===== src/rtl/image_in_burst_writer.sv =====
// Converts a frame of FIFO words into fixed-length DDR write bursts (command + data beats).
// Optional IMG_WR_PINGPONG_EN alternates frames between base_addr0 and base_addr1.
module image_in_burst_writer #(
  parameter int DATA_W    = 32,
  parameter int ADDR_W    = 28,
  parameter int BURST_LEN = 16,
  parameter int FW_W      = 24
) (
  input  logic              rd_clk,
  input  logic              rd_rst,
  input  logic              frame_start,
  input  logic [FW_W-1:0]   frame_words,
  input  logic [ADDR_W-1:0] base_addr0,
  input  logic [ADDR_W-1:0] base_addr1,
  input  logic [DATA_W-1:0] fifo_rd_data,
  input  logic              fifo_rd_vld,
  output logic              fifo_rd_en,
  output logic              cmd_valid,
  input  logic              cmd_ready,
  output logic [ADDR_W-1:0] cmd_addr,
  output logic [7:0]        cmd_len,
  output logic              w_valid,
  input  logic              w_ready,
  output logic [DATA_W-1:0] w_data,
  output logic              w_last,
  output logic              busy,
  output logic              frame_done,
  output logic              frame_err,
  output logic              buf_idx
);

  typedef enum logic [1:0] {IDLE, CMD, DATA, DONE} state_t;

  localparam logic [ADDR_W-1:0] BURST_BYTES = ADDR_W'(BURST_LEN * DATA_W / 8);
  localparam logic [FW_W-1:0]   BURST_WORDS = FW_W'(BURST_LEN);

  state_t            state, state_nxt;
  logic [FW_W-1:0]   rem;
  logic [ADDR_W-1:0] addr;
  logic [7:0]        beat_cnt;
  logic [ADDR_W-1:0] base_sel;
  logic              beat;
  logic              last_beat;
  logic              frame_go;

  function automatic logic [7:0] burst_len_m1(input logic [FW_W-1:0] words);
    if (words >= BURST_WORDS) return 8'(BURST_LEN - 1);
    return 8'(words - 1'b1);
  endfunction

`ifdef IMG_WR_PINGPONG_EN
  logic buf_q;
  assign base_sel = buf_q ? base_addr1 : base_addr0;
  assign buf_idx  = buf_q;

  always_ff @(posedge rd_clk or posedge rd_rst) begin
    if (rd_rst)              buf_q <= 1'b0;
    else if (state == DONE)  buf_q <= ~buf_q;
  end
`else
  logic unused_base1;
  assign unused_base1 = ^base_addr1;
  assign base_sel     = base_addr0;
  assign buf_idx      = 1'b0;
`endif

  // A beat and the FIFO pop are the same event.
  assign beat      = (state == DATA) & fifo_rd_vld & w_ready;
  assign last_beat = beat & (beat_cnt == 8'd0);
  assign frame_go  = (state == IDLE) & frame_start & (frame_words != '0);

  always_ff @(posedge rd_clk or posedge rd_rst) begin
    if (rd_rst) begin
      state      <= IDLE;
      frame_done <= 1'b0;
      frame_err  <= 1'b0;
    end else begin
      state      <= state_nxt;
      frame_done <= (state == DONE);
      if (frame_start && (state != IDLE)) frame_err <= 1'b1;
    end
  end

  // Burst datapath: only observed through state-gated outputs, so no reset needed.
  always_ff @(posedge rd_clk) begin
    if (frame_go) begin
      rem  <= frame_words;
      addr <= base_sel;
    end
    if ((state == CMD) && cmd_ready) beat_cnt <= burst_len_m1(rem);
    if (beat) begin
      rem      <= rem - 1'b1;
      beat_cnt <= beat_cnt - 1'b1;
      if (beat_cnt == 8'd0) addr <= addr + BURST_BYTES;
    end
  end

  always_comb begin
    state_nxt  = state;
    cmd_valid  = 1'b0;
    cmd_addr   = '0;
    cmd_len    = '0;
    w_valid    = 1'b0;
    fifo_rd_en = 1'b0;
    w_data     = '0;
    w_last     = 1'b0;
    busy       = (state != IDLE);
    case (state)
      IDLE: begin
        if (frame_start) state_nxt = (frame_words == '0) ? DONE : CMD;
      end
      CMD: begin
        cmd_valid = 1'b1;
        cmd_addr  = addr;
        cmd_len   = burst_len_m1(rem);
        if (cmd_ready) state_nxt = DATA;
      end
      DATA: begin
        w_valid    = fifo_rd_vld;
        fifo_rd_en = w_ready;
        w_data     = fifo_rd_data;
        w_last     = (beat_cnt == 8'd0);
        if (last_beat) state_nxt = (rem == FW_W'(1)) ? DONE : CMD;
      end
      DONE:    state_nxt = IDLE;
      default: state_nxt = IDLE;
    endcase
  end

endmodule


===== config.mk =====
export PLATFORM = sky130hd
export DESIGN_NAME = image_in_burst_writer
export DESIGN_NICKNAME = d
export VERILOG_FILES = /design/src/rtl/image_in_burst_writer.sv
export SDC_FILE = /design/constraint.sdc
export NUM_CORES = 1
export LEC_CHECK = 0
export CORE_ASPECT_RATIO = 2
export CORE_MARGIN = 3
export CORE_UTILIZATION = 45
export CTS_BUF_LIST = sky130_fd_sc_hd__clkbuf_16
export CTS_CLUSTER_SIZE = 10
export DETAILED_ROUTE_END_ITERATION = 10
export GPL_TIMING_DRIVEN = 0
export PLACE_DENSITY = 0.87
export SLEW_MARGIN = 20
export SYNTH_ARGS = -nofsm -noshare
export SYNTH_HDL_FRONTEND = slang
export SYNTH_SLANG_ARGS = --single-unit

===== constraint.sdc =====
create_clock -name rd_clk -period 4.1 [get_ports rd_clk]
set_clock_uncertainty 0.1 [all_clocks]
set_input_delay 0.82 -clock rd_clk [delete_from_list [all_inputs] [get_ports rd_clk]]
set_output_delay 0.82 -clock rd_clk [all_outputs]
set_load 0.03 [all_outputs]

==> results of run 1 <==
flip-flops by register name (all words and copies together) (netlist names):
name	cells
rem	24
state	2
frame_err	1
addr	28
frame_done	1
beat_cnt	8
kinds of logic after synthesis:
kind of cell	synth area share [%]
adder cells (fa/ha/maj)	1.84
AO/OA/AOI/OAI	13.8
other	0.0921
AND/OR/NAND/NOR	32.8
flip-flops	41.3
XOR/XNOR	5.59
multiplexers	0.738
buffers and inverters	3.87
critical path: cells and delay by family, from the launching register on:
family | cells | cell delay (ps)
flops | 1 | 420
simple gates | 4 | 1340
buf+inv | 2 | 940
final cells by class:
type                            instances  area (um2)
Clock inverter                          7        80.1
Clock buffer                            9         225
Multi-Input combinational cell        370        2240
Timing Repair Buffer                  164        1650
Sequential cell                        64        1680
Fill cell                             684        2550
Tap cell                              100         125
Inverter                               14        55.1
Buffer                                 24         103
per-layer routing:
| layer | vias up | wire (um) | track usage, % |
|---|---|---|---|
| li1 | 2051 | - | - |
| met1 | 2073 | 4830 | 28.0 |
| met2 | 194 | 7810 | 49.6 |
| met3 | 47 | 810 | 5.75 |
| met4 | 0 | 553 | 13.2 |
| met5 | - | 0 | 0 |
repair_timing:
action                     in CTS  in global routing
setup endpoints to repair       2                  3
gates cloned                    0                  0
gates resized for setup         1                  3
hold buffers                    0                  0
per-stage QoR:
stage	worst slack, ps	hold WS (ps)	utilization [%]
floorplan	1160	351	-
global placement	123	367	67.0
detailed placement	72.3	378	67.0
CTS	24.4	385	70.6
global route	40.9	408	70.7
finish	155	382	70.7
synthesized netlist by cell type, drive strengths merged, types with 4 or more instances:
master and count:
dfrtp 4, nand4 8, or3 4, and2 59, a211oi 6, nor4 15, dfxtp 22, clkbuf 16
nor2 39, buf 8, xor2 9, nor3 23, nand2b 6, o211ai 5, o221a 5, a21oi 26
xnor2 17, a31oi 4, and3 8, nand3 12, nand2 59, edfxtp 38, o21ai 19, inv 14
ha 6
path summary, 6_finish.rpt:
check                           slack, ps          to  cells after the start
worst max-delay path                  150  cmd_len[5]                      6
worst min-delay path                  380     addr[7]                      2
worst max register to register       1090     rem[21]                      6
worst min register to register        380     addr[7]                      2
max in group asynchronous            3180   frame_err                      2
min in group asynchronous             570  frame_done                      2
power by group:
part / switching (mW) / total [mW] / leakage (nW) / internal (mW)
registers: 0.250 / 1.21 / 0.590 / 0.961
logic: 1.07 / 1.83 / 1.59 / 0.762
clock network: 0.269 / 0.791 / 0.161 / 0.522
==> impl_metrics.tcl, run 1 <==
set metrics [dict create \
    status "finished, final reports clean" \
    min-delay-start "addr[7]" \
    max_slew_margin_pct 31.8 \
    power_density_nw_per_um2 622 \
    timing.fmax_mhz 253 \
    final_hold_viol_count 0 \
    end_kind "output port" \
    worst_ep_arrival_time_ps 3030 \
    netlist.area_leader.share_pct 28.0 \
    finalPower_mw 3.83 \
    dp_hpwl_mm 10.9 \
    synth_area_um2 4070 \
    path_cells "or3_1, nand2b_1, nor3_2, buf_2, and3_1, clkdlybuf4s50_1" \
    ir_drop_v 0.000432 \
    antenna_cells 0 \
    max-cap-violations 0 \
    rows 48 \
    cts.clk_slew.worst_paths_ps 50 \
    synthArstFlopShare_pct 6.25 \
    coreArea_um2 8710 \
    cts_inserted_buffers 9 \
    drive_gt1_share_pct 5.37 \
    die-width_um 73.3 \
    stdcell_area_um2 6160 \
    vias_per_cell 5.80 \
    grt_max_degree 25 \
    stdcell_count 752 \
    layout_common_cells "clkdlybuf4s50_1, nand2_1, and2_1, nor2_1, edfxtp_1" \
    die_h_um 140 \
    portBuffers 164 \
    synth_edf_count 38 \
    cp-start-kind "flip-flop" \
    grt_pass1_wl_mm 21.6 \
    num_vias 4365 \
    ys_seq_area_share_pct 41.3 \
    grt_pass1_vias 4404 \
    synth_top_area_cell "edfxtp_1" \
    synth-seq-cells 64 \
    gp_congestion 0.969 \
    io_pins 194 \
    layout_commonest_cell "clkdlybuf4s50_1" \
    synth_area_leaders "edfxtp_1, dfxtp_1, and2_1" \
    worstSetupPathType "reg -> out" \
    grt_use_total_pct 27.2 \
    maxSlewViolCount 0 \
    clk_latency_ps 330 \
    p_leak_nw 2.34 \
    crit_required_ps 3180 \
    drc 0 \
    cp_slowest_cell "clkdlybuf4s50_1" \
    clockBufferDepth 2 \
    initial_utilization_pct 46.7 \
    ys_types 60 \
    firstDrtPassIters 5 \
    cts-root-buf "clkbuf_16" \
    period_minus_slack_ps 3950 \
    path_max_fanout 10 \
    synth_warnings 0 \
    die_area_um2 10300 \
    r2r_start "state[1]" \
    syn_area_per_cell_um2 8.62 \
    nets 771 \
    cp-startpoint "rem[16]" \
    postRouteAntennaNets 0 \
    clock_sink_count 64 \
    placed_area_um2 5840 \
    grt_overflow 0 \
    postSynthCellCount 472 \
    dpl.cell_count 736 \
    wl_mm 14.0 \
    setup_viol 0 \
    post_cts.repair.setup_buffers 0 \
    fin_setup_tns_ps 0 \
    critPathMaxStageDelay_ps 660 \
    cts_tree "done" \
    area_delta_synth_final_pct 51.4 \
    antenna_found_initial 0 \
    drt_iter0_drc 406 \
    layout_worst_path_cycle_share_pct 96.2 \
    cts_max_level 3 \
    rsz0062_at_grt "false" \
    min_path_type "reg -> reg" \
    synthesis.nets 596 \
    routedWlPerCell_um 18.6 \
    worst_pin_slew_ps 1020 \
    ys.flop_type "edfxtp_1" \
]
No activity file was read; power rests on OpenSTA's default activity.
==> run 2, diff against run 1 <==
--- a/config.mk
+++ b/config.mk
@@ -5,7 +5,6 @@
 export SDC_FILE = /design/constraint.sdc
 export NUM_CORES = 1
 export LEC_CHECK = 0
-export CORE_ASPECT_RATIO = 2
 export CORE_MARGIN = 3
 export CORE_UTILIZATION = 45
 export CTS_BUF_LIST = sky130_fd_sc_hd__clkbuf_16
@@ -13,7 +12,7 @@
 export DETAILED_ROUTE_END_ITERATION = 10
 export GPL_TIMING_DRIVEN = 0
 export PLACE_DENSITY = 0.87
-export SLEW_MARGIN = 20
 export SYNTH_ARGS = -nofsm -noshare
 export SYNTH_HDL_FRONTEND = slang
 export SYNTH_SLANG_ARGS = --single-unit
+export TNS_END_PERCENT = 100
==> run 2 against run 1 <==
  * Die area is 0.67% lower
  * Critical path depth stayed put
  * Clock power is 8.2% lower
  * Non-clock buffer count stayed put
  * Sequential share of layout area hardly changed
  * First-iteration DRC count is 33% lower
  * Critical endpoint unchanged
  * Largest power group unchanged
==> impl_metrics.tcl, run 2 (same netlist as run 1, synthesis figures left out) <==
set metrics [dict create \
    status "finished, final reports clean" \
    grt_use_total_pct 26.7 \
    cp-startpoint "rem[16]" \
    layout_commonest_cell "clkdlybuf4s50_1" \
    drt_iter0_drc 271 \
    dp_hpwl_mm 10.4 \
    final_hold_viol_count 0 \
    crit_required_ps 3180 \
    r2r_start "state[1]" \
    rsz0062_at_grt "false" \
    path_cells "or3_1, nand2b_1, nor3_4, buf_2, and3_1, clkdlybuf4s50_1" \
    num_vias 4359 \
    stdcell_count 760 \
    worstSetupPathType "reg -> out" \
    setup_viol 0 \
    cts_inserted_buffers 9 \
    top_regs "addr (28), rem (24), beat_cnt (8)" \
    cts_tree "done" \
    cts-root-buf "clkbuf_16" \
    vias_per_cell 5.74 \
    worst_pin_slew_ps 1030 \
    largest_register_ffs 28 \
    firstDrtPassIters 5 \
    area_delta_synth_final_pct 51.2 \
    postRouteAntennaNets 0 \
    grt_max_degree 25 \
    die-width_um 101 \
    clk_latency_ps 330 \
    wl_mm 13.8 \
    cp_slowest_cell "clkdlybuf4s50_1" \
    power_density_nw_per_um2 614 \
    routedWlPerCell_um 18.1 \
    period_minus_slack_ps 3930 \
    fin_setup_tns_ps 0 \
    end_kind "output port" \
    p_leak_nw 2.34 \
    reg2reg_slack_ps 1030 \
    portBuffers 164 \
    drc 0 \
    cts_max_level 3 \
    io_pins 194 \
    rows 34 \
    max_slew_margin_pct 31.1 \
    layout_worst_path_cycle_share_pct 95.9 \
    cp-start-kind "flip-flop" \
    antenna_found_initial 0 \
    gp_congestion 0.904 \
    hold_end "frame_err" \
    grt_pass1_wl_mm 21.6 \
    die_area_um2 10200 \
    ir_drop_v 0.000414 \
    min_path_cells 1 \
    grt_overflow 0 \
    clockBufferDepth 2 \
    maxSlewViolCount 0 \
    worst-r2r-cell-count 6 \
    min_path_type "reg -> reg" \
    nets 771 \
    coreArea_um2 8760 \
    grt_pass1_vias 4308 \
    layout_common_cells "clkdlybuf4s50_1, nand2_1, and2_1, nor2_1, edfxtp_1" \
    dp_slack_ps 112 \
    max-cap-violations 0 \
    clock_sink_count 64 \
    min-delay-start "frame_err" \
    worst_ep_arrival_time_ps 3010 \
    dpl.cell_count 744 \
    antenna_cells 0 \
    r2r_end "rem[20]" \
    die_h_um 101 \
    setup_ws_ps 166 \
    drive_gt1_share_pct 5.37 \
    timing.fmax_mhz 254 \
    critPathMaxStageDelay_ps 670 \
    initial_utilization_pct 46.4 \
    path_max_fanout 10 \
    cts.clk_slew.worst_paths_ps 50 \
    regMostFlops "addr" \
]
-- run 2: cell types whose count changed in the layout (fill, tap and decap cells not counted), sizes merged --
cell,previous run,this run
clkinv,2,3
bufinv,2,1
-- run 2: what timing repair did --
| action | CTS | global route |
|---|---|---|
| resized for setup | 0 | 5 |
| hold buffers | 0 | 0 |
| endpoints found under the setup margin | 0 | 3 |
| buffers inserted | 0 | 0 |
-- run 2: critical path, delay by kind of cell, from the launching register on --
kind / cells / cell delay (ps)
buf+inv: 2 / 950
flops: 1 / 410
simple gates: 4 / 1320
-- run 2: layout make-up --
class	count	area [um2]
plain buffers	24	103
clock buffers	9	225
clock inverters	7	56.3
fillers	676	2610
inverters	14	55.1
multi-input cells	370	2250
flip-flops and latches	64	1680
well taps	108	135
repair buffers	164	1650
-- run 2: worst max path at each step --
stage                  to  slack, ps
6_report       cmd_len[5]        170
5_1_grt        cmd_len[7]         60
4_1_cts        cmd_len[4]         50
3_5_place_dp      rem[18]        110
3_3_place_gp      rem[18]        200
2_1_floorplan  cmd_len[4]       1160
-- run 2: report_power, final --
part           total [mW]  internal, mW  switching (mW)
registers            1.21         0.961           0.250
clock network       0.726         0.460           0.266
logic                1.84         0.763            1.08
total                3.78          2.18            1.60
-- run 2: routing by layer --
layer	vias up	wire [um]	GRT usage, %
met2	257	6850	45.3
met4	0	215	7.77
li1	2037	-	-
met1	2041	5430	34.1
met3	24	1290	5.88
met5	-	0	0
-- run 2: per-stage QoR --
step	util [%]	power (mW)	cell area [um2]	hold WS (ps)
after floorplan	-	2.26	4070	351
after global placement	66.7	2.96	5850	344
after detailed placement	66.7	3.02	5850	348
after CTS	69.9	3.77	6130	381
after global routing	70.2	3.97	6150	401
final	70.2	3.78	6150	378
==> run 3, diff against run 2 <==
--- a/config.mk
+++ b/config.mk
@@ -5,13 +5,14 @@
 export SDC_FILE = /design/constraint.sdc
 export NUM_CORES = 1
 export LEC_CHECK = 0
+export CAP_MARGIN = 20
 export CORE_MARGIN = 3
-export CORE_UTILIZATION = 45
+export CORE_UTILIZATION = 49
 export CTS_BUF_LIST = sky130_fd_sc_hd__clkbuf_16
 export CTS_CLUSTER_SIZE = 10
 export DETAILED_ROUTE_END_ITERATION = 10
+export DONT_BUFFER_PORTS = 1
 export GPL_TIMING_DRIVEN = 0
-export PLACE_DENSITY = 0.87
 export SYNTH_ARGS = -nofsm -noshare
 export SYNTH_HDL_FRONTEND = slang
 export SYNTH_SLANG_ARGS = --single-unit
==> run 3 against run 2 <==
  * Register-to-register slack lost 220 ps
  * Largest power group unchanged
  * Flip-flop and latch count is the same
  * Sequential share of layout area grew 10 points
  * Highest routed layer unchanged
  * Non-clock buffer count shrank 164
  * Cell area shrank 27%
  * Die area shrank 7.7%
  * Cell count shrank 22%
  * Clock-buffer cell count is the same
==> impl_metrics.tcl, run 3 (same netlist as run 1, synthesis figures left out) <==
set metrics [dict create \
    initial_utilization_pct 51.6 \
    setup_viol 0 \
    path_max_fanout 6 \
    use_met1_pct 33.1 \
    die_area_um2 9440 \
    regMostFlops "addr" \
    grt_util_met2_pct 38.3 \
    drt_iter0_drc 206 \
    fin_setup_tns_ps 0 \
    max_slew_margin_pct 29.2 \
    fillerInstances 749 \
    critPathMaxStageDelay_ps 620 \
    portBuffers 0 \
    clk_latency_ps 320 \
    die_h_um 97.1 \
    ctsHoldBuffers 0 \
    ir_drop_v 0.000463 \
    worstSetupPathType "reg -> out" \
    die-width_um 97.1 \
    routedWlPerCell_um 20.3 \
    power_density_nw_per_um2 731 \
    grt_overflow 0 \
    rsz0062_at_grt "false" \
    dp_hpwl_mm 9.06 \
    cp_num_cells 6 \
    share_comb_of_total_power_pct 40.9 \
    wl_mm 12.0 \
    cts_max_level 3 \
    cp-start-kind "flip-flop" \
    reg2reg_slack_ps 810 \
    worst_pin_slew_ps 1060 \
    cp-startpoint "rem[0]" \
    rows 32 \
    p_leak_nw 1.67 \
    min_path_type "in -> async" \
    nets 607 \
    worst-r2r-cell-count 6 \
    worst_ep_arrival_time_ps 2640 \
    crit_required_ps 3180 \
    postRouteAntennaNets 0 \
    end_kind "output port" \
    cts_tree "done" \
    drive_gt1_share_pct 6.76 \
    maxSlewViolCount 0 \
    finalPower_mw 3.28 \
    layout_common_cells "nand2_1, and2_1, nor2_1, edfxtp_1, a21oi_1" \
    path_cells "inv_1, ha_1, or4b_2, nor2_1, xor2_1, and3_1" \
    pwr-share-clk_pct 22.4 \
    cts.clk_slew.worst_paths_ps 50 \
    status "finished, final reports clean" \
    clock_sink_count 64 \
    grt_pass1_wl_mm 18.8 \
    final_hold_viol_count 0 \
    largest_register_ffs 28 \
    top_regs "addr (28), rem (24), beat_cnt (8)" \
    whs_ps 176 \
    grt_use_total_pct 24.6 \
    top_usage_layer "met2" \
    period_minus_slack_ps 3560 \
    intPower_mw 1.78 \
    path_delay_family "simple AND/OR/NAND/NOR gates" \
    switching_share_pct 45.7 \
    grt_max_degree 25 \
    r2r_start "state[1]" \
    cp_num_buf_inv 1 \
    switchingPower_mw 1.50 \
    antenna_found_initial 0 \
    regArea_um2 1680 \
    antenna_cells 0 \
    worstSetupEndpoint "cmd_len[6]" \
    pwr-share-seq_pct 36.7 \
    io_pins 194 \
    dpl.cell_count 574 \
    cts_inserted_buffers 9 \
    post_cts_resized 0 \
    cts-root-buf "clkbuf_16" \
    stdcell_count 590 \
    coreArea_um2 7890 \
    firstDrtPassIters 4 \
    num_vias 3582 \
    cp_slowest_cell "or4b_2" \
    area_delta_synth_final_pct 10.0 \
    gp_congestion 0.829 \
    drc 0 \
    layout_worst_path_cycle_share_pct 86.7 \
    grt_pass1_vias 3406 \
    max-cap-violations 0 \
    r2r_end "rem[7]" \
    multiInputGateArea_um2 2230 \
    clockBufferDepth 2 \
    met3_usage_pct 7.75 \
    timing.fmax_mhz 281 \
    vias_per_cell 6.07 \
    post_cts.repair.setup_buffers 0 \
]
==> run 3: cell type report <==
| class | instances | share of cell area (%) |
|---|---|---|
| Sequential cell | 64 | 37.6 |
| Multi-Input combinational cell | 370 | 49.8 |
| Buffer | 24 | 2.29 |
| Inverter | 14 | 1.23 |
| Tap cell | 102 | 2.85 |
| Clock inverter | 7 | 1.23 |
| Clock buffer | 9 | 5.03 |
==> run 3: metrics by stage <==
stage | setup WS [ps] | area [um2] | utilization, %
finish | 545 | 4480 | 56.8
global route | 412 | 4480 | 56.8
CTS | 528 | 4480 | 56.8
detailed placement | 269 | 4200 | 53.2
global placement | 271 | 4200 | 53.2
floorplan | 1160 | 4070 | -
==> run 3: layer usage <==
layer  part of all wire, %  up-vias  wire length, um
li1                      -     1721                -
met1                    43     1704             5210
met2                    46      142             5530
met3                   9.2       15             1100
met4                   1.1        0              134
met5                     0        -                0
==> run 3: worst reg2reg max path: cells and delay by family, from the launching register on <==
kind                   cells  cell delay [ps]
flip-flops                 1              420
buffers and inverters      2              660
AND/OR/NAND/NOR            4             1720
==> run 3: worst min path at each step <==
stage               startpoint        end  depth (start not counted)
floorplan              addr[7]    addr[7]                          2
global placement       addr[7]    addr[7]                          2
detailed placement     addr[7]    addr[7]                          2
CTS                     rd_rst  frame_err                          1
global route            rd_rst  frame_err                          1
finish                  rd_rst  frame_err                          1
==> run 3: power by group through the flow <==
stage          Sequential [mW]  Combinational [mW]  Clock, mW
2_1_floorplan             1.14                1.12          0
3_3_place_gp              1.20                1.33          0
3_5_place_dp              1.21                1.34          0
4_1_cts                   1.20                1.35      0.732
5_1_grt                   1.25                1.46      0.769
6_report                  1.20                1.34      0.732
